File: src/rtl/kmap_sweep_checker_pkg.sv
// kmap_pkg: golden kmap truth tables, widths and the sweep FSM state type.
package kmap_pkg;
  localparam int IDX_W = 4;
  localparam int ERR_W = 5;
  localparam int CNT_W = 4;
  localparam logic [15:0] KMAP_F0_EXP  = 16'h6996;
  localparam logic [15:0] KMAP_F1_EXP  = 16'hEDE0;
  localparam logic [15:0] KMAP_F2_EXP  = 16'hD1CC;
  localparam logic [15:0] KMAP_F0_CARE = 16'hFFFF;
  localparam logic [15:0] KMAP_F1_CARE = 16'hFFFF;
  localparam logic [15:0] KMAP_F2_CARE = 16'hDDDD;
  typedef enum logic [1:0] {IDLE, DRIVE, SAMPLE, DONE} state_t;
endpackage

File: src/rtl/kmap_golden_cmp.sv
// kmap_golden_cmp: flags a code whose kmap outputs differ from the golden table on a cared bit.
//   idx             in  4  code applied to the kmap
//   f_0, f_1, f_2   in  1  observed kmap outputs
//   fail            out 1  any cared output mismatches
module kmap_golden_cmp
  import kmap_pkg::*;
(
  input  logic [IDX_W-1:0] idx,
  input  logic             f_0,
  input  logic             f_1,
  input  logic             f_2,
  output logic             fail
);
  assign fail = (KMAP_F0_CARE[idx] & (f_0 != KMAP_F0_EXP[idx])) |
                (KMAP_F1_CARE[idx] & (f_1 != KMAP_F1_EXP[idx])) |
                (KMAP_F2_CARE[idx] & (f_2 != KMAP_F2_EXP[idx]));
endmodule

File: config.mk
export PLATFORM = sky130hd
export DESIGN_NAME = kmap_golden_cmp
export DESIGN_NICKNAME = d
export VERILOG_FILES = /design/src/rtl/kmap_sweep_checker_pkg.sv /design/src/rtl/kmap_golden_cmp.sv
export SDC_FILE = /design/constraint.sdc
export NUM_CORES = 1
export LEC_CHECK = 0
export BUFFER_PORTS_ARGS = -buffer_cell sky130_fd_sc_hd__clkbuf_2
export CORE_AREA = 3 3 40 42
export DETAILED_ROUTE_END_ITERATION = 12
export DIE_AREA = 0 0 43 45
export MAX_ROUTING_LAYER = met4
export PLACE_DENSITY = 0.3
export SLEW_MARGIN = 25
export SYNTH_ARGS = -nofsm -noshare
export SYNTH_HDL_FRONTEND = slang
export SYNTH_SLANG_ARGS = --single-unit
export TNS_END_PERCENT = 30
File: constraint.sdc
create_clock -name vclk -period 1.7
set_input_delay 0.085 -clock vclk [all_inputs]
set_output_delay 0.085 -clock vclk [all_outputs]
set_load 0.05 [all_outputs]
==> run metrics, run 1 <==
count of final setup violators=0; post_cts resized=0; Worst Slack Setup Final=0.346 ns; Total Routing Usage GR=3.25%; pin count of the biggest net entering global routing=5; cell type with the largest total area after synthesis=sky130_fd_sc_hd__xor2_1; maximum vdd ir drop=a little over 0.00009 V; largest fanout on the critical path=3; type of the most critical hold path=primary input to output port; Final TNS setup=0 ns; hold wc startpoint=f_1; cell with the most instances after synthesis=sky130_fd_sc_hd__xor2_1; share of the clock period used by the worst path after layout=79.7%; run status=completed; via count of the first global-routing pass=100; RSZ-0062 raised after global routing=no; data arrival time at the worst-slack endpoint=1.27 ns; syn_area_per_cell=between 7 and 8 µm²; number of design rule violations left after detail routing=0; layout filler cell count=147; CP Class=primary input to output port; total placed cells including tap cells=39; Reg area=0 µm²; worst-case headroom to the max-slew limit=between 80% and 90%; site row count=13; actual transition at the worst max-transition pin=~0.28 ns; global-route wire length before repair=483 µm; post-synthesis instance total=16; Endpoint, Worst Hold=fail; diodes inserted=0; Initial Utilization=roughly a tenth; final global-route overflow total=0; Data required, critical path=around 1.6 ns; GPL Wtd Cong=approximately 0.77; achievable clock frequency=approximately 0.74 GHz; top post-synthesis cells by count=sky130_fd_sc_hd__xor2_1, sky130_fd_sc_hd__inv_1, sky130_fd_sc_hd__ha_1; number of setup buffers added after CTS=0; proportion of netlist area held by the largest area contributor=28.6%; Die Y-Extent=45 µm; CTS Hold Buffers Added=0; post-placement worst setup slack=0.344 ns; Syn Nets=25; starting DRC count in detailed routing=9; number of I/O pins=8; Non-Filler Instances=39; number of buffer cells added on primary ports=8; layout cell share with drive strength beyond 1=37.5%; routed length per placed instance=6.97 µm; antenna violations before repair=0; startpoint types=primary input; hold depth=4; Core ar.=1280 µm²; number of flip-flops and latches=0; summed area of non-filler cells in the final layout=181 µm²; TritonRoute pass-1 iters=4; layout overhead on the synthesized area=48.0%; number of distinct library cell variants in the gate-level netlist after synthesis=10; Final Hold Fails=0; number of maximum-capacitance constraint violations=0; Final min period=~1.4 ns; proportion of synthesized chip area in sequential cells=0%; post-DP HPWL=roughly 250 µm; placed cell areas=between 150 and 200 µm²; antenna viol nets, final=0; cell area after synthesis=about 120 µm²; leading post-synthesis cells by cell area=sky130_fd_sc_hd__xor2_1, sky130_fd_sc_hd__ha_1, sky130_fd_sc_hd__a22oi_2; final layout net count=35; crit path capture type=output port; vias per std cell=2.97; overall die area=1940 µm²; Pwr Density=323 nW/µm²; reported leakage power=about 0.09 nW; Horiz. Die Dim=43 µm; total number of vias=116; warnings from Yosys=0; total detailed-routing wirelength=about 270 µm; max-slew violation count=0; clock buffer count=0
[worst max path at each step]
stage	end	cells after the start	startpoint
after floorplan	fail	4	idx[2]
after global placement	fail	8	idx[1]
after detailed placement	fail	8	idx[1]
after CTS	fail	8	idx[1]
after global routing	fail	8	idx[1]
final	fail	8	idx[1]
[logic make-up after synthesis]
kind of cell / Yosys count / synth area share (%)
AND/OR/NAND/NOR: 3 / 14.3
adder cells (fa/ha/maj): 2 / 20.4
buffers and inverters: 3 / 9.18
AO/OA/AOI/OAI: 3 / 20.4
XOR/XNOR: 5 / 35.7
[placed cells by master, fill, tap and decap left out]
cell | Yosys | final
sky130_fd_sc_hd__a21oi_1 | 1 | 1
sky130_fd_sc_hd__a22oi_2 | 1 | 1
sky130_fd_sc_hd__clkbuf_2 | 0 | 8
sky130_fd_sc_hd__ha_1 | 2 | 2
sky130_fd_sc_hd__inv_1 | 3 | 3
sky130_fd_sc_hd__nand2b_1 | 1 | 1
sky130_fd_sc_hd__nor2_1 | 1 | 1
sky130_fd_sc_hd__nor3b_1 | 1 | 1
sky130_fd_sc_hd__o211ai_1 | 1 | 1
sky130_fd_sc_hd__xnor2_1 | 1 | 1
sky130_fd_sc_hd__xor2_1 | 4 | 4
[power by group]
group	total [mW]	switching [mW]	leakage (nW)	internal, mW
clock	0	0	0	0
sequential	0	0	0	0
combinational	0.0587	0.0345	0.0915	0.0242
[metrics by stage]
stage	total power, mW	utilization [%]	hold slack [ns]
CTS	0.0595	14.1	0.705
floorplan	0.0401	-	0.668
global placement	0.0583	14.1	0.674
detailed placement	0.0590	14.1	0.700
global route	0.0648	14.1	0.743
finish	0.0587	14.1	0.695
[critical path, cell delays in order]
cell and delay (ns):
sky130_fd_sc_hd__clkbuf_2 0.11, sky130_fd_sc_hd__inv_1 0.06, sky130_fd_sc_hd__ha_1 0.20, sky130_fd_sc_hd__nor3b_1 0.19
sky130_fd_sc_hd__a21oi_1 0.07, sky130_fd_sc_hd__xor2_1 0.14, sky130_fd_sc_hd__o211ai_1 0.11, sky130_fd_sc_hd__clkbuf_2 0.31
[area by class of cell]
| type | instances | area, µm² | share of cell area (%) |
|---|---|---|---|
| multi-input combinational | 13 | 111 | 61.4 |
| timing repair buffer | 8 | 40.0 | 22.1 |
| tap | 15 | 18.8 | 10.3 |
| inverter | 3 | 11.3 | 6.21 |
[metal layers]
| metal | vias to the layer above | track usage (%) | part of all wire [%] |
|---|---|---|---|
| met2 | 8 | 2.69 | 19 |
| li1 | 68 | - | - |
| met5 | - | - | 0 |
| met1 | 40 | 6.90 | 68 |
| met4 | 0 | 0 | 0 |
| met3 | 0 | 0 | 13 |
Power figures use the tool's default switching activity.
==> run 2, diff against run 1 <==
- clock period: 1.7 -> 1.39 ns (I/O delays scaled with it)
==> run metrics, run 2 (synthesis gave the netlist of run 1 again) <==
Final min period=1.26 ns; post-DP HPWL=269 µm (+8.0%); Horiz. Die Dim=43 µm (unchanged); type of the most critical hold path=primary input to output port; launch point of the worst path=idx[1]; routed length per placed instance=7.28 µm (+4.4%); Net Sw Power=0.0425 mW (+23%); combinational power share=100.0% (about the same); Initial Utilization=9.54% (unchanged); via count of the first global-routing pass=109 (+9.0%); number of design rule violations left after detail routing=0 (unchanged); Pwr Density=404 nW/µm² (+25%); layout cell share with drive strength beyond 1=37.5% (unchanged); pin count of the biggest net entering global routing=5 (unchanged); run status=completed; achievable clock frequency=0.792 GHz; vias per std cell=3.10 (+4.3%); clock buffer count=0 (unchanged); final global-route overflow total=0 (unchanged); TritonRoute pass-1 iters=2 (-2); data arrival time at the worst-slack endpoint=1.19 ns (-0.08 ns); RSZ-0062 raised after global routing=no; site row count=13 (unchanged); crit path capture type=output port; Core ar.=1280 µm² (unchanged); Reg area=0 µm² (unchanged); GPL Wtd Cong=0.756 (-1.6%); antenna viol nets, final=0 (unchanged); antenna violations before repair=0 (unchanged); Data required, critical path=1.32 ns (-0.30 ns); Final Hold Fails=0 (unchanged); startpoint types=primary input; maximum vdd ir drop=0.000106 V (+14%); total detailed-routing wirelength=284 µm (+4.4%); placed cell areas=181 µm² (unchanged); actual transition at the worst max-transition pin=0.176 ns (-0.0987 ns); number of maximum-capacitance constraint violations=0 (unchanged); count of final setup violators=0 (unchanged); Die Y-Extent=45 µm (unchanged); diodes inserted=0 (unchanged); Reg power frac=0% (unchanged); number of I/O pins=8 (unchanged); overall die area=1940 µm² (unchanged); global-route wire length before repair=489 µm (+1.2%); Total Routing Usage GR=3.16% (-0.085 points); Critical path destination=fail; summed area of non-filler cells in the final layout=184 µm² (+1.4%); largest fanout on the critical path=3 (unchanged); Sw Ratio=57.2% (-1.6 points); reported leakage power=0.0921 nW (+0.65%); share of the clock period used by the worst path after layout=90.9%; number of buffer cells added on primary ports=8 (unchanged); final layout net count=35 (unchanged); CTS Hold Buffers Added=0 (unchanged); commonest non-fill, non-tap cells in the layout=sky130_fd_sc_hd__clkbuf_2, sky130_fd_sc_hd__xor2_1, sky130_fd_sc_hd__inv_1, sky130_fd_sc_hd__ha_1; CP Class=primary input to output port; layout filler cell count=148 (+0.68%); most common library cell in the layout ignoring fill and taps=sky130_fd_sc_hd__clkbuf_2; Clock Power Share=0% (unchanged); total number of vias=121 (+4.3%); Final TNS setup=0 ns (unchanged); max-slew violation count=0 (unchanged); Internal Dissipation=0.0319 mW (+32%); number of flip-flops and latches=0 (unchanged); worst-case headroom to the max-slew limit=88.2% (+6.5 points); layout overhead on the synthesized area=50.0%; starting DRC count in detailed routing=1 (-8)
==> run 2: cell counts in the layout (fill, tap and decap cells not counted) <==
No cell type changed its count.
==> run 2: worst min-delay path by stage <==
| stage | from | to | slack, ns | cells after the start |
|---|---|---|---|---|
| after floorplan | f_1 | fail | 0.64 | 2 |
| after global placement | f_1 | fail | 0.65 | 4 |
| after detailed placement | f_1 | fail | 0.66 | 4 |
| after CTS | f_1 | fail | 0.67 | 4 |
| after global routing | f_1 | fail | 0.65 | 4 |
| final | f_1 | fail | 0.61 | 4 |
==> run 2: area by class of cell <==
type	instances	area, µm²	area share [%]
Inverter	3	11.3	6.12
Multi-Input combinational cell	13	111	60.5
Tap cell	15	18.8	10.2
Timing Repair Buffer	8	42.5	23.1
==> run 2: critical path, cell delays in order <==
cell                       delay, ns
sky130_fd_sc_hd__clkbuf_2       0.11
sky130_fd_sc_hd__inv_1          0.06
sky130_fd_sc_hd__ha_1           0.20
sky130_fd_sc_hd__nor3b_1        0.18
sky130_fd_sc_hd__a21oi_1        0.07
sky130_fd_sc_hd__xor2_1         0.14
sky130_fd_sc_hd__o211ai_1       0.10
sky130_fd_sc_hd__clkbuf_4       0.26
==> run 2: stage by stage <==
stage	cells	util, %	hold WS (ns)	total power, mW	setup slack [ns]
finish	39	14.3	0.611	0.0744	0.127
global placement	39	14.1	0.650	0.0716	0.0943
global route	39	14.3	0.655	0.0816	0.00421
floorplan	16	-	0.637	0.0490	0.0653
CTS	39	14.1	0.669	0.0730	0.0597
detailed placement	39	14.1	0.665	0.0725	0.0632
==> run 2: what timing repair did <==
action / 4_1_cts / 5_1_grt
setup buffers: 0 / 0
resized for setup: 0 / 2
endpoints found under the setup margin: 0 / 1
==> run 2: metal layers <==
metal / wire (µm) / global-route usage, % / share of wire (%)
met4: 0 / 0 / 0
met3: 45 / 0.398 / 16
met2: 63 / 2.99 / 22
met1: 176 / 6.19 / 62
met5: 0 / - / 0
==> run 2: power groups by stage <==
stage / clock [mW] / sequential, mW / combinational (mW)
finish: 0 / 0 / 0.0744
detailed placement: 0 / 0 / 0.0725
global placement: 0 / 0 / 0.0716
CTS: 0 / 0 / 0.0730
global route: 0 / 0 / 0.0816
floorplan: 0 / 0 / 0.0490
==> run 3, diff against run 2 <==
- REMOVE_ABC_BUFFERS: unset -> 1
- SETUP_SLACK_MARGIN: unset -> 0.5
- SLEW_MARGIN: 25 -> unset
==> run metrics, run 3 (synthesis gave the netlist of run 1 again) <==
run status=completed; Net Sw Power=0.0519 mW (+22%); type of the most critical hold path=primary input to output port; clock buffer count=0 (unchanged); TritonRoute pass-1 iters=1 (-1); most common library cell in the layout ignoring fill and taps=sky130_fd_sc_hd__clkbuf_2; Reg power frac=0% (unchanged); final layout net count=37 (+5.7%); GPL Wtd Cong=0.756 (unchanged); number of I/O pins=8 (unchanged); worst-case headroom to the max-slew limit=87.1% (-1.1 points); Final Core Density=22.0% (+7.7 points); number of flip-flops and latches=0 (unchanged); antenna viol nets, final=0 (unchanged); summed area of non-filler cells in the final layout=283 µm² (+54%); data arrival time at the worst-slack endpoint=1.07 ns (-0.12 ns); combinational power share=100.0% (about the same); pin count of the biggest net entering global routing=5 (unchanged); starting DRC count in detailed routing=0 (-1); Total Routing Usage GR=3.93% (+0.77 points); layout overhead on the synthesized area=131%; count of final setup violators=0 (unchanged); startpoint types=primary input; CP Class=primary input to output port; antenna violations before repair=0 (unchanged); total number of vias=141 (+17%); total detailed-routing wirelength=338 µm (+19%); CTS Hold Buffers Added=0 (unchanged); via count of the first global-routing pass=139 (+28%); RSZ-0062 raised after global routing=yes; max-slew violation count=0 (unchanged); Critical path destination=fail; Pwr Density=378 nW/µm² (-6.4%); Initial Utilization=9.54% (unchanged); launch point of the worst path=idx[0]; number of design rule violations left after detail routing=0 (unchanged); commonest non-fill, non-tap cells in the layout=sky130_fd_sc_hd__clkbuf_2, sky130_fd_sc_hd__xor2_1, sky130_fd_sc_hd__ha_4, sky130_fd_sc_hd__clkbuf_8, sky130_fd_sc_hd__buf_4; Internal Dissipation=0.0551 mW (+73%); routed length per placed instance=8.24 µm (+13%); Sw Ratio=48.5% (-8.7 points); Power, Total=0.107 mW (+44%); global-route wire length before repair=600 µm (+23%); final global-route overflow total=0 (unchanged); actual transition at the worst max-transition pin=0.193 ns (+0.0163 ns); vias per std cell=3.44 (+11%); overall die area=1940 µm² (unchanged); maximum vdd ir drop=0.0000985 V (-6.7%); achievable clock frequency=0.877 GHz (+11%); share of the clock period used by the worst path after layout=82.0% (-8.8 points); post-DP HPWL=269 µm (unchanged); Reg area=0 µm² (unchanged); Die Y-Extent=45 µm (unchanged); Final TNS setup=0 ns (unchanged); Core ar.=1280 µm² (unchanged); Final Hold Fails=0 (unchanged); Final min period=1.14 ns (-0.123 ns); site row count=13 (unchanged); crit path capture type=output port; diodes inserted=0 (unchanged); Data required, critical path=1.32 ns (about the same); layout cell share with drive strength beyond 1=69.2% (+32 points); number of maximum-capacitance constraint violations=0 (unchanged); Clock Power Share=0% (unchanged); number of buffer cells added on primary ports=8 (unchanged); post-placement worst setup slack=0.0632 ns (unchanged); largest fanout on the critical path=3 (unchanged); Horiz. Die Dim=43 µm (unchanged); placed cell areas=181 µm² (unchanged); reported leakage power=0.119 nW (+29%); Worst Slack Setup Final=0.250 ns (+0.123 ns)
[run 3: cell count changes in the layout (fill, tap and decap cells not counted), sizes merged]
cell  before  now
buf        0    2
[run 3: power by group through the flow]
stage	logic [mW]	clock network [mW]	registers [mW]
CTS	0.0981	0	0
finish	0.107	0	0
global route	0.115	0	0
floorplan	0.0490	0	0
detailed placement	0.0725	0	0
global placement	0.0716	0	0
[run 3: what timing repair did]
item,4_1_cts,5_1_grt
gates resized for setup,14,2
pin swaps,5,5
setup endpoints to repair,1,1
buffers inserted,0,2
[run 3: final cells by class]
type                       count  area [µm²]
fill                         145        1000
timing repair buffer          10        92.6
inverter                       3        18.8
multi-input combinational     13         153
tap                           15        18.8
[run 3: per-stage QoR]
step,cells,hold slack [ns]
2_1_floorplan,16,0.637
3_3_place_gp,39,0.650
3_5_place_dp,39,0.665
4_1_cts,39,0.576
5_1_grt,41,0.622
6_report,41,0.584
[run 3: worst min path at each step]
stage	cells past startpoint	slack (ns)	endpoint	startpoint
final	4	0.58	fail	f_1
after global routing	4	0.62	fail	f_1
after CTS	4	0.58	fail	f_1
after detailed placement	4	0.66	fail	f_1
after global placement	4	0.65	fail	f_1
after floorplan	2	0.64	fail	f_1
[run 3: metal layers]
layer / wire, µm / GRT usage (%)
met5: 0 / -
met4: 0 / 0
met3: 48 / 0.398
met2: 127 / 6.29
met1: 161 / 5.71
[run 3: worst max-delay path: stages]
cell and delay, ns:
sky130_fd_sc_hd__clkbuf_8 0.12, sky130_fd_sc_hd__inv_4 0.03, sky130_fd_sc_hd__ha_4 0.23, sky130_fd_sc_hd__xor2_2 0.17
sky130_fd_sc_hd__xnor2_1 0.12, sky130_fd_sc_hd__o211ai_1 0.10, sky130_fd_sc_hd__clkbuf_8 0.22
